==> config.mk <==
export PLATFORM = sky130hd
export DESIGN_NAME = fetch_sequencer
export DESIGN_NICKNAME = d
export VERILOG_FILES = /design/src/rtl/fetch_seq_pkg.sv /design/src/rtl/fetch_pc.sv /design/src/rtl/fetch_sequencer.sv
export SDC_FILE = /design/constraint.sdc
export NUM_CORES = 1
export LEC_CHECK = 0
export BUFFER_PORTS_ARGS = -buffer_cell sky130_fd_sc_hd__clkbuf_2
export CAP_MARGIN = 15
export CORE_MARGIN = 4
export CORE_UTILIZATION = 47
export DETAILED_ROUTE_END_ITERATION = 16
export GPL_TIMING_DRIVEN = 0
export PLACE_DENSITY = 0.8
export SLEW_MARGIN = 5
export SYNTH_ARGS = -nofsm -noshare
export SYNTH_HDL_FRONTEND = slang
export SYNTH_SLANG_ARGS = --single-unit
==> constraint.sdc <==
create_clock -name clk -period 2 [get_ports clk]
set_input_delay 0.4 -clock clk [delete_from_list [all_inputs] [get_ports clk]]
set_output_delay 0.4 -clock clk [all_outputs]
set_load 0.01 [all_outputs]
==> src/rtl/fetch_seq_pkg.sv <==
// Shared definitions for the instruction fetch sequencer: FSM state encoding
// and default memory geometry / reset PC.
package fetch_seq_pkg;

   localparam int ADDR_W_DEF   = 10;
   localparam int DATA_W_DEF   = 32;
   localparam int RESET_PC_DEF = 0;

   typedef enum logic [1:0] {
      ST_IDLE  = 2'd0,
      ST_LOAD  = 2'd1,
      ST_FETCH = 2'd2,
      ST_HALT  = 2'd3
   } state_e;

endpackage

==> src/rtl/fetch_pc.sv <==
// Program counter for the fetch sequencer: redirect load (target+1), increment
// with natural wrap, restart to the reset PC, otherwise hold.
module fetch_pc #(
   parameter int                ADDR_W   = 10,
   parameter logic [ADDR_W-1:0] RESET_PC = '0
) (
   input  logic              clk,
   input  logic              rst_n,
   input  logic              i_restart,
   input  logic              i_inc,
   input  logic              i_redirect,
   input  logic [ADDR_W-1:0] i_redirect_pc,
   output logic [ADDR_W-1:0] o_pc
);

   localparam logic [ADDR_W-1:0] PC_ONE = ADDR_W'(1);

   logic [ADDR_W-1:0] r_pc;
   logic [ADDR_W-1:0] w_pc_nxt;

   // Next-PC selection; redirect already issues its target, so resume one past it
   always_comb begin
      w_pc_nxt = r_pc;
      if (i_redirect) begin
         w_pc_nxt = i_redirect_pc + PC_ONE;
      end else if (i_inc) begin
         w_pc_nxt = r_pc + PC_ONE;
      end else if (i_restart) begin
         w_pc_nxt = RESET_PC;
      end else begin
         w_pc_nxt = r_pc;
      end
   end

   // PC register
   always_ff @(posedge clk or negedge rst_n) begin
      if (!rst_n) begin
         r_pc <= RESET_PC;
      end else begin
         r_pc <= w_pc_nxt;
      end
   end

   assign o_pc = r_pc;

endmodule

==> src/rtl/fetch_sequencer.sv <==
// Owns the instruction RAM port, arbitrating loader writes against fetch, and
// delivers fetched words to decode. Optional macro FETCH_COUNT_EN adds o_fetch_count.
module fetch_sequencer
   import fetch_seq_pkg::*;
#(
   parameter int ADDR_W   = ADDR_W_DEF,
   parameter int DATA_W   = DATA_W_DEF,
   parameter int RESET_PC = RESET_PC_DEF
) (
   input  logic              clk,
   input  logic              rst_n,
   input  logic              i_load_req,
   input  logic [ADDR_W-1:0] i_load_addr,
   input  logic [DATA_W-1:0] i_load_data,
   output logic              o_load_gnt,
   input  logic              i_run,
   input  logic              i_stall,
   input  logic              i_redirect,
   input  logic [ADDR_W-1:0] i_redirect_pc,
   input  logic              i_halt,
   output logic [ADDR_W-1:0] o_mem_addr,
   output logic              o_mem_we,
   output logic [DATA_W-1:0] o_mem_wdata,
   input  logic [DATA_W-1:0] i_mem_rdata,
   output logic [DATA_W-1:0] o_instr,
   output logic [ADDR_W-1:0] o_instr_pc,
   output logic              o_instr_valid,
   output logic [1:0]        o_state
`ifdef FETCH_COUNT_EN
   ,output logic [31:0]      o_fetch_count
`endif
);

   localparam logic [ADDR_W-1:0] RESET_PC_V = ADDR_W'(RESET_PC);

   state_e            r_state;
   state_e            w_state_nxt;
   logic              r_iss_vld;
   logic [ADDR_W-1:0] r_iss_addr;
   logic [DATA_W-1:0] r_instr;
   logic [ADDR_W-1:0] r_instr_pc;
   logic              r_instr_valid;

   logic              w_iss_vld_nxt;
   logic [ADDR_W-1:0] w_iss_addr_nxt;
   logic [DATA_W-1:0] w_instr_nxt;
   logic [ADDR_W-1:0] w_instr_pc_nxt;
   logic              w_instr_valid_nxt;
   logic [ADDR_W-1:0] w_pc;
   logic              w_pc_inc;
   logic              w_pc_redirect;
   logic              w_pc_restart;
   logic [ADDR_W-1:0] w_mem_addr;
   logic              w_mem_we;
   logic              w_load_gnt;
`ifdef FETCH_COUNT_EN
   logic              w_cnt_clr;
   logic [31:0]       r_fetch_count;
`endif

   fetch_pc #(
      .ADDR_W   (ADDR_W),
      .RESET_PC (RESET_PC_V)
   ) u_pc (
      .clk           (clk),
      .rst_n         (rst_n),
      .i_restart     (w_pc_restart),
      .i_inc         (w_pc_inc),
      .i_redirect    (w_pc_redirect),
      .i_redirect_pc (i_redirect_pc),
      .o_pc          (w_pc)
   );

   // Next-state, memory-port arbitration and issue/capture control
   always_comb begin
      w_state_nxt       = r_state;
      w_iss_vld_nxt     = r_iss_vld;
      w_iss_addr_nxt    = r_iss_addr;
      w_instr_nxt       = r_instr;
      w_instr_pc_nxt    = r_instr_pc;
      w_instr_valid_nxt = r_instr_valid;
      w_pc_inc          = 1'b0;
      w_pc_redirect     = 1'b0;
      w_pc_restart      = 1'b0;
      w_mem_addr        = w_pc;
      w_mem_we          = 1'b0;
      w_load_gnt        = 1'b0;
`ifdef FETCH_COUNT_EN
      w_cnt_clr         = 1'b0;
`endif
      case (r_state)
         ST_IDLE: begin
            if (i_load_req) begin
               w_state_nxt = ST_LOAD;
            end else if (i_run) begin
               w_state_nxt  = ST_FETCH;
               w_pc_restart = 1'b1;
`ifdef FETCH_COUNT_EN
               w_cnt_clr    = 1'b1;
`endif
            end else begin
               w_state_nxt = ST_IDLE;
            end
         end
         ST_LOAD: begin
            w_load_gnt = i_load_req;
            w_mem_we   = i_load_req;
            w_mem_addr = i_load_addr;
            if (i_load_req) begin
               w_state_nxt = ST_LOAD;
            end else begin
               w_state_nxt = ST_IDLE;
            end
         end
         ST_FETCH: begin
            if (i_halt || !i_run) begin
               w_state_nxt       = ST_HALT;
               w_iss_vld_nxt     = 1'b0;
               w_instr_valid_nxt = 1'b0;
               w_mem_addr        = r_iss_addr;
            end else if (i_redirect) begin
               // Squash the in-flight word and issue the target immediately
               w_pc_redirect     = 1'b1;
               w_mem_addr        = i_redirect_pc;
               w_iss_addr_nxt    = i_redirect_pc;
               w_iss_vld_nxt     = 1'b1;
               w_instr_valid_nxt = 1'b0;
            end else if (i_stall) begin
               // Re-present the in-flight address so its data is still there on release
               w_mem_addr = r_iss_addr;
            end else begin
               w_mem_addr     = w_pc;
               w_iss_addr_nxt = w_pc;
               w_iss_vld_nxt  = 1'b1;
               w_pc_inc       = 1'b1;
               if (r_iss_vld) begin
                  w_instr_nxt       = i_mem_rdata;
                  w_instr_pc_nxt    = r_iss_addr;
                  w_instr_valid_nxt = 1'b1;
               end else begin
                  w_instr_valid_nxt = 1'b0;
               end
            end
         end
         ST_HALT: begin
            w_instr_valid_nxt = 1'b0;
            w_mem_addr        = r_iss_addr;
            if (!i_run) begin
               w_state_nxt = ST_IDLE;
            end else begin
               w_state_nxt = ST_HALT;
            end
         end
         default: begin
            w_state_nxt = ST_IDLE;
         end
      endcase
   end

   // State, issue tracking and decode-facing output registers
   always_ff @(posedge clk or negedge rst_n) begin
      if (!rst_n) begin
         r_state       <= ST_IDLE;
         r_iss_vld     <= 1'b0;
         r_iss_addr    <= '0;
         r_instr       <= '0;
         r_instr_pc    <= '0;
         r_instr_valid <= 1'b0;
      end else begin
         r_state       <= w_state_nxt;
         r_iss_vld     <= w_iss_vld_nxt;
         r_iss_addr    <= w_iss_addr_nxt;
         r_instr       <= w_instr_nxt;
         r_instr_pc    <= w_instr_pc_nxt;
         r_instr_valid <= w_instr_valid_nxt;
      end
   end

`ifdef FETCH_COUNT_EN
   // Saturating count of words accepted by decode
   always_ff @(posedge clk or negedge rst_n) begin
      if (!rst_n) begin
         r_fetch_count <= 32'd0;
      end else if (w_cnt_clr) begin
         r_fetch_count <= 32'd0;
      end else if (r_instr_valid && !i_stall && (r_fetch_count != 32'hFFFF_FFFF)) begin
         r_fetch_count <= r_fetch_count + 32'd1;
      end else begin
         r_fetch_count <= r_fetch_count;
      end
   end

   assign o_fetch_count = r_fetch_count;
`endif

   assign o_load_gnt    = w_load_gnt;
   assign o_mem_we      = w_mem_we;
   assign o_mem_addr    = w_mem_addr;
   assign o_mem_wdata   = i_load_data;
   assign o_instr       = r_instr;
   assign o_instr_pc    = r_instr_pc;
   assign o_instr_valid = r_instr_valid;
   assign o_state       = r_state;

endmodule

==> impl_summary.log, run 1 <==
INFO  metric slew_headroom = 0.592
INFO  metric ir_drop = 0.447 mV
INFO  metric antenna_left = 0
INFO  metric grt_first_pass_wirelength = between 15,000 and 20,000 um
INFO  metric area_delta_synth_final = 37.9%
INFO  metric p_per_area = ~1200 nW/um2
INFO  metric cts.sink_count = 66
INFO  metric hp-start = i_mem_rdata[22]
INFO  metric detailed_place_hpwl = 8150 um
INFO  metric synthDominantAreaCellType = dfrtp_1
INFO  metric final.period_utilization = 1.14
INFO  metric cts_max_path_buffers = 2
INFO  metric synth_top_area_share = 0.425
INFO  metric regArea = 1650 um2
INFO  metric yosys_warnings = 0
INFO  metric final_util = 0.679
INFO  metric htreeDepth = 3
INFO  metric root_buffer = clkbuf_8
INFO  metric final_layout_size_suffix_gt1_frac = 0.593
INFO  metric fraction_of_synthesis_flops_using_an_asynchronous_set_or_reset_pin = 1.00
INFO  metric hold_violations = 0
INFO  metric avgRoutedWirePerCell = 18.6 um
INFO  metric synth.distinct_cells = 53
INFO  metric post_synth_inst_count = 340
INFO  metric final_replace_weighted_congestion = 0.975
INFO  metric yosys-top-cells-area = dfrtp_1 (43%), mux2_4 (15%), buf_4 (6.4%)
INFO  metric place_worst_setup_slack = -0.351 ns
INFO  metric detailedRoute.firstPassIterationCount = 6
INFO  metric drt-total-wl = about 12,000 um
INFO  metric cts_tree = built
INFO  metric final_period_minus_worst_setup_slack = 2.28 ns
INFO  metric antenna_found_initial = 0
INFO  metric grt_max_degree = 65
INFO  metric nFillCells = 595
INFO  metric reg2reg_depth = 7
INFO  metric layout.cell_area.non_filler = 5360 um2
INFO  metric max_slew.worst_pin.slew = 0.610 ns
INFO  metric ys_ff_latch = 66
INFO  metric timing.critical_path.to_type = output port
INFO  metric multiInputGateArea = 1940 um2
INFO  metric dp.cells = 588
INFO  metric ys.flop_type = dfrtp_1
INFO  metric hold-path-cell-count = 2
INFO  metric syn-mean-instance-area = 11.4 um2
INFO  metric max_cap_viol_count = 0
INFO  metric critPathLaunch = o_state[0]$_DFFE_PN0N_
INFO  metric detail_route.iter0.violations = 396
INFO  metric synth-edff-count = 0
INFO  metric finish.net_count = between 600 and 700
INFO  metric die_boundary_width = 98.9 um
INFO  metric startpoint_type = register
INFO  metric floorplan.die_area = 9780 um2
INFO  metric cts_buffers = 9
INFO  metric first_global_vias = 3,657
INFO  metric antenna-diode-count = 0
INFO  metric worst-endpoint-arrival = 1.88 ns
INFO  metric vias = 3,562
INFO  metric rsz0062_at_grt = true
INFO  metric critical_path_class = reg2out
INFO  metric initial_core_util = 0.492
INFO  metric worst_skew_pair.late_latency = around 0.34 ns
INFO  metric post_layout_power = roughly 6.6 mW
INFO  metric post-route-worst-setup-slack = -0.280 ns
INFO  metric result_of_the_run = finished, violations left
INFO  metric final-setup-viol-count = 10
INFO  metric maxSlewViolCount = 0
INFO  metric failed_checks = setup timing
INFO  metric num_rows = 32
INFO  metric post_synthesis_net_count = between 400 and 500
INFO  metric gr-total-overflow = 0
INFO  metric worstPathRequired = 1.60 ns
INFO  metric path_clk_slew = 0.07 ns
INFO  metric detail_route.vias_per_cell = 5.67
INFO  metric power.static_leakage = between 2 and 3 nW
INFO  metric global_route.usage.total = 0.236
INFO  metric worstHoldPathType = in2reg
INFO  metric hold_ws = 0.283 ns
INFO  metric placed_area = 4770 um2
INFO  metric ioPinCount = 180
INFO  metric io_buffers = 145
INFO  metric drt_drc_violations_left = 0
INFO  metric fin_tns_setup = -2.08 ns
INFO  metric fin_worst_skew = 0.00996 ns
INFO  metric timing.critical_path.fanout_max = 8
INFO  metric yosysSeqAreaShare = 0.425
INFO  metric synthesis.area = 3880 um2
INFO  metric max_clock_freq = 439 MHz
INFO  metric core_area = 7890 um2
INFO  metric final-instance-count-excl-fill = 628
INFO  metric die_h = 98.9 um
INFO  metric timing.rr.start = o_state[0]$_DFFE_PN0N_
[cell type report]
type                       instances  share of cell area
inverter                           6             0.00491
multi-input combinational        214               0.362
buffer                            54              0.0827
clock buffer                       9              0.0231
sequential                        66               0.308
clock inverter                     7              0.0173
tap                              102              0.0238
timing repair buffer             170               0.178
[cells in the mapped netlist, drive strengths merged, types with 3 or more instances]
master,instances
nor3,11
xnor2,3
buf,48
a211o,7
o211ai,3
a21oi,19
inv,6
o21ai,10
and3,3
nand2b,7
nand3,8
a22oi,4
nand2,16
a221o,7
clkbuf,6
nor3b,3
nor2,7
a21o,6
dfrtp,66
mux2,48
o221ai,8
nand4,4
o31ai,11
[cell usage in the layout (no fill, tap or decap), drive strengths merged, types with 2 or more instances in the layout]
cell,instances
nor3,11
xnor2,3
buf,76
o31ai,11
a21oi,19
nand2b,7
a221o,7
nand2,16
bufinv,2
and3,3
or2b,2
mux2,48
xor2,2
nor2,7
o211ai,3
clkinv,4
clkbuf,156
dfrtp,66
nor3b,3
a21o,6
inv,6
a211o,7
o21ai,10
or3,2
o221ai,8
nand4,4
nand3,8
ha,2
o22ai,2
a22oi,4
or4,2
[per-layer routing]
layer,GRT usage,vias up,part of all wire
met3,0.0425,38,0.088
li1,-,1605,-
met5,0,-,0
met4,0.110,0,0.032
met2,0.382,228,0.47
met1,0.305,1691,0.41
[where the power goes]
part | internal [mW] | switching (mW)
clock | 0.701 | 0.519
sequential | 1.85 | 0.439
combinational | 1.63 | 1.47
[worst max-delay path, stage by stage, from the launching register on]
cell	delay (ns)
dfrtp_1	0.40
buf_6	0.15
and2b_2	0.22
buf_6	0.14
o221ai_2	0.09
a21oi_1	0.22
a221o_1	0.18
clkbuf_2	0.14
[registers in the layout (all words and copies together) (netlist names)]
name and cells:
o_instr_valid 1, r_iss_vld 1, o_instr 32, r_iss_addr 10, o_instr_pc 10, u_pc.o_pc 10, o_state 2
[repair_timing]
| item | in CTS | in global routing |
|---|---|---|
| endpoints found under the setup margin | 12 | 12 |
| setup buffers | 21 | 2 |
| pin swaps | 6 | 6 |
| hold buffers | 1 | 0 |
| resized for setup | 33 | 17 |
| endpoints found under the hold margin | 2 | 0 |
[path summary, 6_finish.rpt]
check                                      endpoint  slack, ns
max reg2reg                 o_instr[13]$_DFFE_PN0P_       0.21
max in group asynchronous  u_pc.o_pc[1]$_DFFE_PN0P_       1.07
max                                   o_mem_addr[4]      -0.28
min in group asynchronous   o_instr[11]$_DFFE_PN0P_       0.43
min reg2reg                  o_instr[4]$_DFFE_PN0P_       0.51
min                         o_instr[22]$_DFFE_PN0P_       0.28
[kinds of logic after synthesis]
logic type / Yosys count / synth area share
flip-flops: 66 / 0.425
buffers and inverters: 60 / 0.104
adder cells (fa/ha/maj): 2 / 0.00644
multiplexers: 50 / 0.185
AO/OA/AOI/OAI: 85 / 0.158
AND/OR/NAND/NOR: 72 / 0.109
XOR/XNOR: 5 / 0.0113
Power figures use the tool's default switching activity.
==> run 2, diff against run 1 <==
SKIP_CTS_REPAIR_TIMING = 1   (was not set)
TNS_END_PERCENT = 20   (was not set)
==> impl_summary.log, run 2 (synthesized netlist as in run 1, its figures left out) <==
INFO  metric antenna_found_initial = 0 (unchanged)
INFO  metric core_area = 7890 um2 (unchanged)
INFO  metric gr-total-overflow = 0 (unchanged)
INFO  metric io_buffers = 145 (unchanged)
INFO  metric slew_headroom = 0.589 (-0.00266)
INFO  metric grt_max_degree = 65 (unchanged)
INFO  metric area_delta_synth_final = 34.0%
INFO  metric final.period_utilization = 1.13 (-0.0119)
INFO  metric ioPinCount = 180 (unchanged)
INFO  metric number_of_flip_flops_in_the_largest_register = 32 (unchanged)
INFO  metric final_period_minus_worst_setup_slack = 2.26 ns (-0.0238 ns)
INFO  metric global_route.usage.total = 0.216 (-0.0195)
INFO  metric proportion_of_power_drawn_by_the_clock_network = 0.190 (+0.005)
INFO  metric final_util = 0.660 (-0.0194)
INFO  metric floorplan.die_area = 9780 um2 (unchanged)
INFO  metric rsz0062_at_grt = true
INFO  metric cts.sink_count = 66 (unchanged)
INFO  metric worst-endpoint-arrival = 1.86 ns (-0.02 ns)
INFO  metric max_slew.worst_pin.slew = 0.614 ns (+0.00398 ns)
INFO  metric drt-total-wl = 10,900 um (-6.6%)
INFO  metric antenna_left = 0 (unchanged)
INFO  metric fin_worst_skew = 0.0104 ns (+0.000479 ns)
INFO  metric finish.net_count = 602 (-2.0%)
INFO  metric p_int = 4.07 mW (-2.7%)
INFO  metric htreeDepth = 3 (unchanged)
INFO  metric max_cap_viol_count = 0 (unchanged)
INFO  metric die_h = 98.9 um (unchanged)
INFO  metric final_replace_weighted_congestion = 0.975 (unchanged)
INFO  metric p_comb_frac = 0.455 (-0.014)
INFO  metric worstPathRequired = 1.60 ns (about the same)
INFO  metric worstHoldPathType = in2reg
INFO  metric timing.critical_path.to_type = output port
INFO  metric post-route-worst-setup-slack = -0.256 ns (+0.0238 ns)
INFO  metric reg2reg_depth = 5 (-2)
INFO  metric layout_common_cells = clkbuf_2 (141), dfrtp_1 (66), buf_4 (43)
INFO  metric cts_buffers = 9 (unchanged)
INFO  metric detailedRoute.firstPassIterationCount = 5 (-1)
INFO  metric fin_tns_setup = -2.32 ns (-0.240 ns)
INFO  metric die_boundary_width = 98.9 um (unchanged)
INFO  metric timing.critical_path.fanout_max = 10 (+2)
INFO  metric first_global_vias = 3,406 (-6.9%)
INFO  metric result_of_the_run = finished, violations left
INFO  metric hold_violations = 0 (unchanged)
INFO  metric cts_max_path_buffers = 2 (unchanged)
INFO  metric power.net_switching = 2.33 mW (-3.8%)
INFO  metric switching_share = 0.364 (-0.00273)
INFO  metric drt_drc_violations_left = 0 (unchanged)
INFO  metric maxSlewViolCount = 0 (unchanged)
INFO  metric startpoint_type = register
INFO  metric final_layout_size_suffix_gt1_frac = 0.574 (-0.0192)
INFO  metric worst_skew_pair.late_latency = 0.34 ns (about the same)
INFO  metric grt_first_pass_wirelength = 17,000 um (-7.9%)
INFO  metric detail_route.vias_per_cell = 5.62 (-0.89%)
INFO  metric num_rows = 32 (unchanged)
INFO  metric ir_drop = 0.504 mV (+13%)
INFO  metric p_per_area = 1230 nW/um2 (-0.23%)
INFO  metric max_clock_freq = 443 MHz (+1.1%)
INFO  metric detailed_place_hpwl = 8150 um (unchanged)
INFO  metric critical_path_class = reg2out
INFO  metric antenna-diode-count = 0 (unchanged)
INFO  metric vias = 3,463 (-2.8%)
INFO  metric initial_core_util = 0.492 (unchanged)
INFO  metric most_common_library_cell_in_the_layout_ignoring_fill_and_taps = clkbuf_2
INFO  metric hold-path-cell-count = 2 (unchanged)
INFO  metric avgRoutedWirePerCell = 17.7 um (-4.8%)
INFO  metric final-setup-viol-count = 12 (+2)
INFO  metric failed_checks = setup timing
INFO  metric power.static_leakage = 2.81 nW (-2.6%)
INFO  metric power.share.sequential = 0.355 (+0.009)
INFO  metric detail_route.iter0.violations = 444 (+12%)
INFO  metric cts_tree = built
INFO  metric root_buffer = clkbuf_8
INFO  metric path_clk_slew = 0.07 ns (about the same)
[run 2: worst max-delay path, cell delays in order (launching register included)]
cell	delay, ns
dfrtp_1	0.39
buf_6	0.15
and2b_2	0.23
buf_6	0.14
o221ai_2	0.06
a21oi_2	0.06
a221o_1	0.33
buf_2	0.16
[run 2: area by class of cell]
cell class / instances / area, um2
buffer: 54 / 432
clock buffer: 9 / 124
clock inverter: 7 / 92.6
fill: 611 / 2690
inverter: 6 / 22.5
multi-input combinational: 214 / 1910
sequential: 66 / 1650
tap: 102 / 128
timing repair buffer: 158 / 846
[run 2: per-stage QoR]
stage / worst slack, ns / instances / total power [mW] / hold WS, ns / instance area [um2]
finish: -0.256 / 616 / 6.41 / 0.284 / 5200
global route: -0.324 / 616 / 6.78 / 0.278 / 5200
CTS: -0.624 / 604 / 6.20 / -0.133 / 4980
detailed placement: -0.351 / 588 / 4.96 / 0.228 / 4770
global placement: -0.328 / 587 / 4.89 / 0.488 / 4740
floorplan: 0.0681 / 340 / 3.91 / 0.104 / 3880
[run 2: power groups by stage]
stage,sequential [mW],clock [mW],combinational (mW)
after floorplan,2.35,0,1.56
after global placement,2.24,0,2.64
after detailed placement,2.28,0,2.68
after CTS,2.26,1.24,2.70
after global routing,2.35,1.30,3.14
final,2.27,1.22,2.92
[run 2: final timing paths]
path	startpoint	end	slack [ns]
worst max register to register	u_pc.o_pc[0]$_DFFE_PN0P_	u_pc.o_pc[8]$_DFFE_PN0P_	0.20
worst max-delay path	o_state[1]$_DFFE_PN0N_	o_mem_addr[2]	-0.26
min in group asynchronous	rst_n	o_instr[10]$_DFFE_PN0P_	0.43
worst min-delay path	i_mem_rdata[22]	o_instr[22]$_DFFE_PN0P_	0.28
worst min register to register	o_instr[4]$_DFFE_PN0P_	o_instr[4]$_DFFE_PN0P_	0.51
max in group asynchronous	rst_n	u_pc.o_pc[1]$_DFFE_PN0P_	1.07
[run 2: metal layers]
layer | track usage | wire [um]
met1 | 0.290 | 4470
met3 | 0.0488 | 1080
met5 | 0 | 0
met4 | 0.0651 | 195
met2 | 0.349 | 5160
